===== src/rtl/mul_rs_dispatch.sv =====
`default_nettype none
// +------------------------------------------------------------------------+
// | mul_rs_dispatch                                                        |
// | Mul/div reservation station with CDB snoop and registered dispatch.    |
// | Rev 1.0                                                                |
// +------------------------------------------------------------------------+
module mul_rs_dispatch #(
  parameter int DEPTH  = 3,
  parameter int DATA_W = 32,
  parameter int TAG_W  = 3,
  parameter int FUN_W  = 3
) (
  input  logic                         clk1,
  input  logic                         rst,
  input  logic                         flush,
  input  logic                         iss_valid,
  output logic                         iss_ready,
  input  logic [FUN_W-1:0]             iss_fun3,
  input  logic [TAG_W-1:0]             iss_des,
  input  logic [DATA_W-1:0]            iss_v1,
  input  logic                         iss_r1,
  input  logic [TAG_W-1:0]             iss_t1,
  input  logic [DATA_W-1:0]            iss_v2,
  input  logic                         iss_r2,
  input  logic [TAG_W-1:0]             iss_t2,
  input  logic                         cdb_valid,
  input  logic [TAG_W-1:0]             cdb_tag,
  input  logic [DATA_W-1:0]            cdb_data,
  output logic                         disp_valid,
  input  logic                         disp_ready,
  output logic [DATA_W-1:0]            disp_data1,
  output logic [DATA_W-1:0]            disp_data2,
  output logic [TAG_W-1:0]             disp_des,
  output logic [FUN_W-1:0]             disp_fun3,
  output logic [$clog2(DEPTH+1)-1:0]   count
);

  localparam int C_CNT_W = $clog2(DEPTH + 1);
  localparam int C_IDX_W = $clog2(DEPTH);
  localparam int C_AGE_W = $clog2(DEPTH);
  localparam logic [C_AGE_W-1:0] C_AGE_MAX = C_AGE_W'(DEPTH - 1);

  logic [DEPTH-1:0]   r_vld;
  logic [DEPTH-1:0]   r_r1;
  logic [DEPTH-1:0]   r_r2;
  logic [DATA_W-1:0]  r_v1  [DEPTH];
  logic [DATA_W-1:0]  r_v2  [DEPTH];
  logic [TAG_W-1:0]   r_t1  [DEPTH];
  logic [TAG_W-1:0]   r_t2  [DEPTH];
  logic [TAG_W-1:0]   r_des [DEPTH];
  logic [FUN_W-1:0]   r_fun [DEPTH];
  logic [C_AGE_W-1:0] r_age [DEPTH];
  logic [C_CNT_W-1:0] r_count;

  logic               r_disp_valid;
  logic [DATA_W-1:0]  r_disp_data1;
  logic [DATA_W-1:0]  r_disp_data2;
  logic [TAG_W-1:0]   r_disp_des;
  logic [FUN_W-1:0]   r_disp_fun3;

  logic               w_sel_found;
  logic [C_IDX_W-1:0] w_sel_idx;
  logic [C_AGE_W-1:0] w_sel_age;
  logic [C_IDX_W-1:0] w_free_idx;
  logic               w_iss_fire;
  logic               w_load_ok;
  logic               w_load;
  logic               w_byp1;
  logic               w_byp2;

  // Oldest ready entry; strict '>' keeps the lowest index on equal ages.
  always_comb begin
    w_sel_found = 1'b0;
    w_sel_idx   = '0;
    w_sel_age   = '0;
    for (int i = 0; i < DEPTH; i++) begin
      if (r_vld[i] && r_r1[i] && r_r2[i] && (!w_sel_found || (r_age[i] > w_sel_age))) begin
        w_sel_found = 1'b1;
        w_sel_idx   = C_IDX_W'(i);
        w_sel_age   = r_age[i];
      end
    end
  end

  // Lowest-index free slot, from registered valid bits only.
  always_comb begin
    w_free_idx = '0;
    for (int i = DEPTH - 1; i >= 0; i--) begin
      if (!r_vld[i]) w_free_idx = C_IDX_W'(i);
    end
  end

  assign iss_ready  = (r_count < C_CNT_W'(DEPTH));
  assign w_iss_fire = iss_valid && iss_ready;
  assign w_load_ok  = !r_disp_valid || disp_ready;
  assign w_load     = w_load_ok && w_sel_found;
  assign w_byp1     = cdb_valid && !iss_r1 && (iss_t1 == cdb_tag);
  assign w_byp2     = cdb_valid && !iss_r2 && (iss_t2 == cdb_tag);

  always_ff @(posedge clk1 or posedge rst) begin
    if (rst) begin
      r_vld        <= '0;
      r_r1         <= '0;
      r_r2         <= '0;
      r_count      <= '0;
      r_disp_valid <= 1'b0;
      r_disp_data1 <= '0;
      r_disp_data2 <= '0;
      r_disp_des   <= '0;
      r_disp_fun3  <= '0;
      for (int i = 0; i < DEPTH; i++) begin
        r_v1[i]  <= '0;
        r_v2[i]  <= '0;
        r_t1[i]  <= '0;
        r_t2[i]  <= '0;
        r_des[i] <= '0;
        r_fun[i] <= '0;
        r_age[i] <= '0;
      end
    end else if (flush) begin
      r_vld        <= '0;
      r_count      <= '0;
      r_disp_valid <= 1'b0;
    end else begin
      if (cdb_valid) begin
        for (int i = 0; i < DEPTH; i++) begin
          if (r_vld[i] && !r_r1[i] && (r_t1[i] == cdb_tag)) begin
            r_v1[i] <= cdb_data;
            r_r1[i] <= 1'b1;
          end
          if (r_vld[i] && !r_r2[i] && (r_t2[i] == cdb_tag)) begin
            r_v2[i] <= cdb_data;
            r_r2[i] <= 1'b1;
          end
        end
      end

      if (w_load_ok) begin
        r_disp_valid <= w_sel_found;
        if (w_sel_found) begin
          r_disp_data1     <= r_v1[w_sel_idx];
          r_disp_data2     <= r_v2[w_sel_idx];
          r_disp_des       <= r_des[w_sel_idx];
          r_disp_fun3      <= r_fun[w_sel_idx];
          r_vld[w_sel_idx] <= 1'b0;
        end
      end

      // The free slot was invalid this cycle, so it never collides with the load.
      if (w_iss_fire) begin
        for (int i = 0; i < DEPTH; i++) begin
          if (r_vld[i] && (r_age[i] != C_AGE_MAX)) r_age[i] <= r_age[i] + C_AGE_W'(1);
        end
        r_vld[w_free_idx] <= 1'b1;
        r_fun[w_free_idx] <= iss_fun3;
        r_des[w_free_idx] <= iss_des;
        r_age[w_free_idx] <= '0;
        r_t1[w_free_idx]  <= iss_t1;
        r_t2[w_free_idx]  <= iss_t2;
        r_r1[w_free_idx]  <= iss_r1 || w_byp1;
        r_r2[w_free_idx]  <= iss_r2 || w_byp2;
        r_v1[w_free_idx]  <= w_byp1 ? cdb_data : iss_v1;
        r_v2[w_free_idx]  <= w_byp2 ? cdb_data : iss_v2;
      end

      r_count <= r_count + C_CNT_W'(w_iss_fire) - C_CNT_W'(w_load);
    end
  end

  assign disp_valid = r_disp_valid;
  assign disp_data1 = r_disp_data1;
  assign disp_data2 = r_disp_data2;
  assign disp_des   = r_disp_des;
  assign disp_fun3  = r_disp_fun3;
  assign count      = r_count;

endmodule
`default_nettype wire

===== config.mk =====
export PLATFORM = sky130hd
export DESIGN_NAME = mul_rs_dispatch
export DESIGN_NICKNAME = d
export VERILOG_FILES = /design/src/rtl/mul_rs_dispatch.sv
export SDC_FILE = /design/constraint.sdc
export NUM_CORES = 1
export LEC_CHECK = 0
export ABC_AREA = 1
export CORE_MARGIN = 2
export CORE_UTILIZATION = 45
export CTS_BUF_LIST = sky130_fd_sc_hd__clkbuf_16
export CTS_CLUSTER_DIAMETER = 80
export DETAILED_ROUTE_END_ITERATION = 6
export PLACE_DENSITY_LB_ADDON = 0.25
export SLEW_MARGIN = 30
export SYNTH_ARGS = -nofsm -noshare
export SYNTH_HDL_FRONTEND = slang
export SYNTH_SLANG_ARGS = --single-unit

===== constraint.sdc =====
create_clock -name clk1 -period 18.6 [get_ports clk1]
set_input_delay 2.79 -clock clk1 [delete_from_list [all_inputs] [get_ports clk1]]
set_output_delay 2.79 -clock clk1 [all_outputs]
set_load 0.1 [all_outputs]

==> impl_metrics.env, run 1 <==
export IMPL_status="finished, final reports clean"
export IMPL_post_cts_resized=0
export IMPL_ff2ff_setup_slack_ns=13.79
export IMPL_vdd_drop_max_mv=0.114
export IMPL_rr_worst_depth=23
export IMPL_required_ns=19.04
export IMPL_layout_nets=3064
export IMPL_drive_gt1_share_pct=6.62
export IMPL_vias=20400
export IMPL_hold_buffers=0
export IMPL_drt_iter0_markers=2651
export IMPL_gp_congestion=0.871
export IMPL_vias_per_cell=5.81
export IMPL_fin_crit_ns=5.56
export IMPL_synth_seq_area_share_pct=40.7
export IMPL_slew_limit_headroom_pct=29.3
export IMPL_syn_to_final_growth_pct=15.4
export IMPL_rows=76
export IMPL_cellPowerDensity_nw_per_um2=153
export IMPL_r2r_end="disp_data1[9]"
export IMPL_clkTransAtPathRegs_ns=0.06
export IMPL_hpwl_microns=41900
export IMPL_drv_cap=0
export IMPL_cp_arrival_ns=6.00
export IMPL_min_to="r_des[8]"
export IMPL_route_detailed_drc=0
export IMPL_startpoint="iss_valid"
export IMPL_crit_slowest_cell="buf_4"
export IMPL_rsz0062_at_grt="no"
export IMPL_layout_common_cells="nand3_1, nand2_1, dfrtp_1"
export IMPL_wl_per_cell_microns=20.7
export IMPL_whs_path_depth=2
export IMPL_hp_class="flop to flop"
export IMPL_crit_path_cell_trace="clkdlybuf4s50_1 > nand2_2 > inv_1 > nand2_2 > buf_4 > nor2_2 > buf_4 > inv_2 > buf_4 > nand3_1 > o21ai_0 > nor2_1"
export IMPL_dieArea_sq_um=44800
export IMPL_grt_max_degree=159
export IMPL_synthCells=2865
export IMPL_endpoint_kind="flop"
export IMPL_start_util_pct=45.4
export IMPL_die_y_microns=212
export IMPL_hold_viol_final=0
export IMPL_rr_startpoint="r_vld[0]"
export IMPL_final_common_cell="nand3_1"
export IMPL_drtAntennaViolNets=0
export IMPL_routed_wirelength_microns=72700
export IMPL_drv_slew=0
export IMPL_grt_first_pass_wirelength_microns=112000
export IMPL_portBuffers=192
export IMPL_grtUsageTotal_pct=32.5
export IMPL_die_width_microns=212
export IMPL_post_cts_buffers=0
export IMPL_first_global_vias=19500
export IMPL_firstDrtPassIters=7
export IMPL_min_from="r_des[8]"
export IMPL_worst_pin_slew_ns=1.06
export IMPL_grt_overflow_total=0
export IMPL_yosysWarnings=0
export IMPL_finClkSkew_ns=0.0137
export IMPL_cts_made_buffers=37
export IMPL_dp_slack_ns=12.61
export IMPL_clk_latency_ns=0.56
export IMPL_clock_root_buffer="clkbuf_16"
export IMPL_power_leakage_nw=11.0
export IMPL_synth_area_per_cell_sq_um=6.78
export IMPL_timing_final_ws_setup_ns=13.04
export IMPL_critPathLaunchType="input pin"
export IMPL_place_inst=3442
export IMPL_setup_viol=0
export IMPL_fin_cells=3508
export IMPL_post_route_period_util_pct=29.9
export IMPL_antenna_found_initial=2
export IMPL_crit_top_cell="buf_4"
export IMPL_cpPeakStageDelay_ns=0.71
export IMPL_synth_area_sq_um=19400
export IMPL_ys_seq_elements=316
export IMPL_boundaryPins=193
export IMPL_cts_sinks=316
export IMPL_fmax_mhz=180
export IMPL_critPathMaxFanout=68
export IMPL_cts_tree="done"
export IMPL_netlist_cell_type_count=29
export IMPL_finalSetupTns_ns=0
export IMPL_path_class="input pin to flop"
export IMPL_cts_max_path_buffers=3
export IMPL_htreeDepth=2
export IMPL_synthesis_nets=2993
export IMPL_coreArea_sq_um=42800
registers in the layout, summed over array words and instances (netlist names):
register / count
count: 2
disp_data1: 32
disp_data2: 32
disp_des: 3
disp_fun3: 3
disp_valid: 1
r_age: 6
r_des: 9
r_fun: 9
r_r1: 3
r_r2: 3
r_t1: 9
r_t2: 9
r_v1: 96
r_v2: 96
r_vld: 3
logic make-up (layout without fill, tap and decap cells):
logic type / after synthesis / in the layout / share of synthesized area [%]
flip-flops: 316 / 316 / 40.7
adder cells (fa/ha/maj): 9 / 9 / 0.580
AO/OA/AOI/OAI: 156 / 156 / 4.11
other: 0 / 2 / 0
buffers and inverters: 493 / 588 / 10.9
AND/OR/NAND/NOR: 1883 / 1883 / 43.3
XOR/XNOR: 8 / 8 / 0.361
synth_stat cells:
| cell | instances | area (sq um) |
|---|---|---|
| buf_1 | 13 | 48.8 |
| xnor2_1 | 3 | 26.3 |
| dfrtp_1 | 316 | 7910 |
| or2_2 | 70 | 438 |
| o21ai_1 | 81 | 405 |
| nand4_1 | 1 | 6.26 |
| nand3_2 | 2 | 20.0 |
| clkbuf_2 | 4 | 20.0 |
| clkinv_1 | 70 | 263 |
| buf_4 | 19 | 143 |
| nand2_2 | 8 | 50.1 |
| xor2_1 | 5 | 43.8 |
| o22ai_1 | 2 | 12.5 |
| nor2_4 | 7 | 78.8 |
| ha_1 | 9 | 113 |
| a21oi_1 | 6 | 30.0 |
| clkbuf_1 | 51 | 191 |
| buf_6 | 9 | 101 |
| inv_2 | 12 | 45.0 |
| nor2_2 | 10 | 62.6 |
| nand3b_1 | 4 | 30.0 |
| nand3_1 | 827 | 4140 |
| nand2_1 | 751 | 2820 |
| a21oi_2 | 2 | 17.5 |
| buf_2 | 99 | 495 |
| inv_1 | 216 | 811 |
| nor2_1 | 203 | 762 |
| o21ai_0 | 62 | 310 |
| a211oi_1 | 3 | 22.5 |
layout make-up:
type	count	area (sq um)
sequential	316	7910
inverter	298	1130
clock buffer	37	926
tap	546	683
fill	4234	20400
clock inverter	26	104
multi-input combinational	2056	9420
antenna	2	5.00
timing repair buffer	227	2230
report_power, final:
group          internal, mW  switching [mW]  leakage [nW]
sequential            0.956           0.166          3.82
combinational         0.469            1.19          6.64
clock                 0.358           0.302         0.557
worst max path at each step:
stage                     endpoint  slack [ns]  cells past startpoint
final                     r_v2[52]       13.04                     12
after detailed placement  r_v2[32]       12.61                     12
after global placement    r_v2[53]       12.69                     12
after global routing      r_v2[52]       12.86                     12
after floorplan           count[0]        7.07                      1
after CTS                 r_v2[52]       13.15                     12
stage by stage:
stage	hold slack, ns	total power, mW	util (%)	instance area, sq um
detailed placement	0.475	2.77	49.9	21300
global placement	0.467	2.73	49.8	21300
floorplan	0.454	2.34	-	19400
global route	0.515	3.63	52.4	22400
CTS	0.489	3.43	52.3	22400
finish	0.489	3.44	52.4	22400
metal layers:
layer / part of all wire (%) / routed length (microns) / track usage, %
met1: 40 / 29100 / 43.9
met2: 43 / 31200 / 48.5
met3: 12 / 8980 / 8.06
met4: 4.8 / 3460 / 16.2
met5: 0 / 0 / 0
critical path, delay by kind of cell:
kind	cells	cell delay [ns]
buf+inv	6	2.47
simple gates	5	0.50
compound gates	1	0.13
(Power assumes the default switching activity.)
==> inputs of run 2 (changes only) <==
- clock period: 18.6 -> 5.05 ns (I/O delays scaled with it)
==> run 2 against run 1 <==
- via count rose by 0.35%
- sequential share of layout area fell by 0.38 points
- global-route usage rose by 0.23 points
- first-iteration DRC count rose by 3.7%
==> impl_metrics.env, run 2 (synthesized netlist as in run 1, its figures left out) <==
export IMPL_worst_pin_slew_ns=1.04
export IMPL_crit_top_cell="nand2_1"
export IMPL_required_ns=5.53
export IMPL_crit_slowest_cell="nand2_4"
export IMPL_fin_cells=3521
export IMPL_crit_path_cell_trace="nand3_2 > inv_2 > nand2_1 > ha_1 > nand2_1 > nand2_1 > nand2_1 > nand2_1 > nand2_2 > o21ai_0 > ha_1 > nand2_1 > nand2_1 > nand2_1 > nand2_2 > nand2_4 > buf_12 > nand3_1 > nand3_1 > nand2_1 > inv_1"
export IMPL_crit_end="disp_data2[24]"
export IMPL_gr_usage_met1_pct=44.5
export IMPL_gp_congestion=0.934
export IMPL_path_class="flop to flop"
export IMPL_finalSetupTns_ns=0
export IMPL_drtAntennaViolNets=0
export IMPL_endpoint_kind="flop"
export IMPL_fmax_mhz=240
export IMPL_vias_per_cell=5.81
export IMPL_register_area_sq_um=7910
export IMPL_clock_root_buffer="clkbuf_16"
export IMPL_total_power_mw=12.8
export IMPL_coreArea_sq_um=42800
export IMPL_hold_viol_final=0
export IMPL_startpoint="r_vld[0]"
export IMPL_cts_max_path_buffers=3
export IMPL_drv_cap=0
export IMPL_vias=20500
export IMPL_critPathLaunchType="flop"
export IMPL_first_global_vias=19800
export IMPL_cts_sinks=316
export IMPL_cpPeakStageDelay_ns=0.63
export IMPL_clk_latency_ns=0.54
export IMPL_final_common_cell="nand3_1"
export IMPL_multi_input_comb_area_sq_um=9420
export IMPL_slew_limit_headroom_pct=30.7
export IMPL_cts_tree="done"
export IMPL_routed_wirelength_microns=73100
export IMPL_dieArea_sq_um=44800
export IMPL_post_route_period_util_pct=82.6
export IMPL_ff2ff_setup_slack_ns=0.88
export IMPL_firstDrtPassIters=7
export IMPL_status="finished, final reports clean"
export IMPL_fill_cells=4082
export IMPL_grt_max_degree=157
export IMPL_hold_ws_ns=0.485
export IMPL_grt_overflow_total=0
export IMPL_rr_startpoint="r_vld[0]"
export IMPL_wl_per_cell_microns=20.8
export IMPL_portBuffers=192
export IMPL_finClkSkew_ns=0.0180
export IMPL_route_detailed_drc=0
export IMPL_hold_buffers=0
export IMPL_vdd_drop_max_mv=0.348
export IMPL_rows=76
export IMPL_setup_viol=0
export IMPL_grtUsageTotal_pct=32.7
export IMPL_critPathMaxFanout=60
export IMPL_place_inst=3455
export IMPL_cp_arrival_ns=4.65
export IMPL_antenna_found_initial=4
export IMPL_power_leakage_nw=11.1
export IMPL_reg_top3="r_v1 (96), r_v2 (96)"
export IMPL_grt_first_pass_wirelength_microns=113000
export IMPL_start_util_pct=45.4
export IMPL_drv_slew=0
export IMPL_hp_class="flop to flop"
export IMPL_rsz0062_at_grt="no"
export IMPL_die_width_microns=212
export IMPL_boundaryPins=193
export IMPL_grt_met2_usage_pct=49.9
export IMPL_clkTransAtPathRegs_ns=0.06
export IMPL_timing_final_ws_setup_ns=0.879
export IMPL_htreeDepth=2
export IMPL_post_cts_resized=0
export IMPL_dp_slack_ns=1.00
export IMPL_drt_iter0_markers=2750
export IMPL_layout_nets=3078
export IMPL_grt_busiest_layer="met2"
export IMPL_hpwl_microns=43800
export IMPL_fin_crit_ns=4.17
export IMPL_die_y_microns=212
export IMPL_cellPowerDensity_nw_per_um2=567
export IMPL_r2r_end="disp_data2[24]"
export IMPL_layout_common_cells="nand3_1, nand2_1, dfrtp_1"
export IMPL_syn_to_final_growth_pct=16.7
export IMPL_post_cts_buffers=0
export IMPL_grtUsageMet3_pct=7.49
export IMPL_cts_made_buffers=38
export IMPL_rr_worst_depth=21
export IMPL_drive_gt1_share_pct=7.16
run 2: cell types whose count changed in the layout (fill, tap and decap cells not counted), sizes merged:
cell / before / now
clkbuf: 37 / 39
clkinv: 85 / 81
clkdlybuf4s50: 190 / 189
clkinvlp: 0 / 2
buf: 37 / 51
bufinv: 0 / 1
inv: 239 / 238
run 2: metrics by stage:
stage	utilization, %	instance area, sq um
after floorplan	-	19400
after global placement	50.2	21500
after detailed placement	50.3	21500
after CTS	52.9	22600
after global routing	53.0	22700
final	53.0	22700
run 2: how the worst min path moves through the flow:
stage / from / endpoint / slack [ns] / cells past startpoint
detailed placement: r_des[4] / r_des[4] / 0.47 / 2
floorplan: r_des[6] / r_des[6] / 0.45 / 2
finish: r_fun[7] / r_fun[7] / 0.48 / 2
global placement: r_des[4] / r_des[4] / 0.47 / 2
CTS: r_fun[6] / r_fun[6] / 0.49 / 2
global route: r_des[6] / r_des[6] / 0.50 / 2
run 2: worst max-delay path, delay by kind of cell (launching register included):
kind | cells | cell delay, ns
simple gates | 15 | 2.32
fa+ha+maj | 2 | 0.62
buf+inv | 3 | 0.47
flops | 1 | 0.46
compound gates | 1 | 0.17
run 2: cell type report:
type | instances | area share [%]
multi-input cells | 2056 | 41.6
flip-flops and latches | 316 | 34.9
repair buffers | 240 | 10.6
inverters | 298 | 4.96
clock buffers | 39 | 4.31
well taps | 546 | 3.02
clock inverters | 24 | 0.580
diodes | 2 | 0.0221
run 2: power by group:
| part | switching (mW) | internal [mW] | total (mW) |
|---|---|---|---|
| combinational | 4.36 | 1.74 | 6.10 |
| clock | 1.11 | 1.44 | 2.55 |
| sequential | 0.672 | 3.52 | 4.19 |
run 2: metal layers:
layer | vias to the layer above | wire length, microns | share of wire (%)
met5 | - | 9 | 0.012
met4 | 2 | 2810 | 3.8
met3 | 218 | 9170 | 13
met2 | 1287 | 31900 | 44
met1 | 9589 | 29200 | 40
li1 | 9362 | - | -
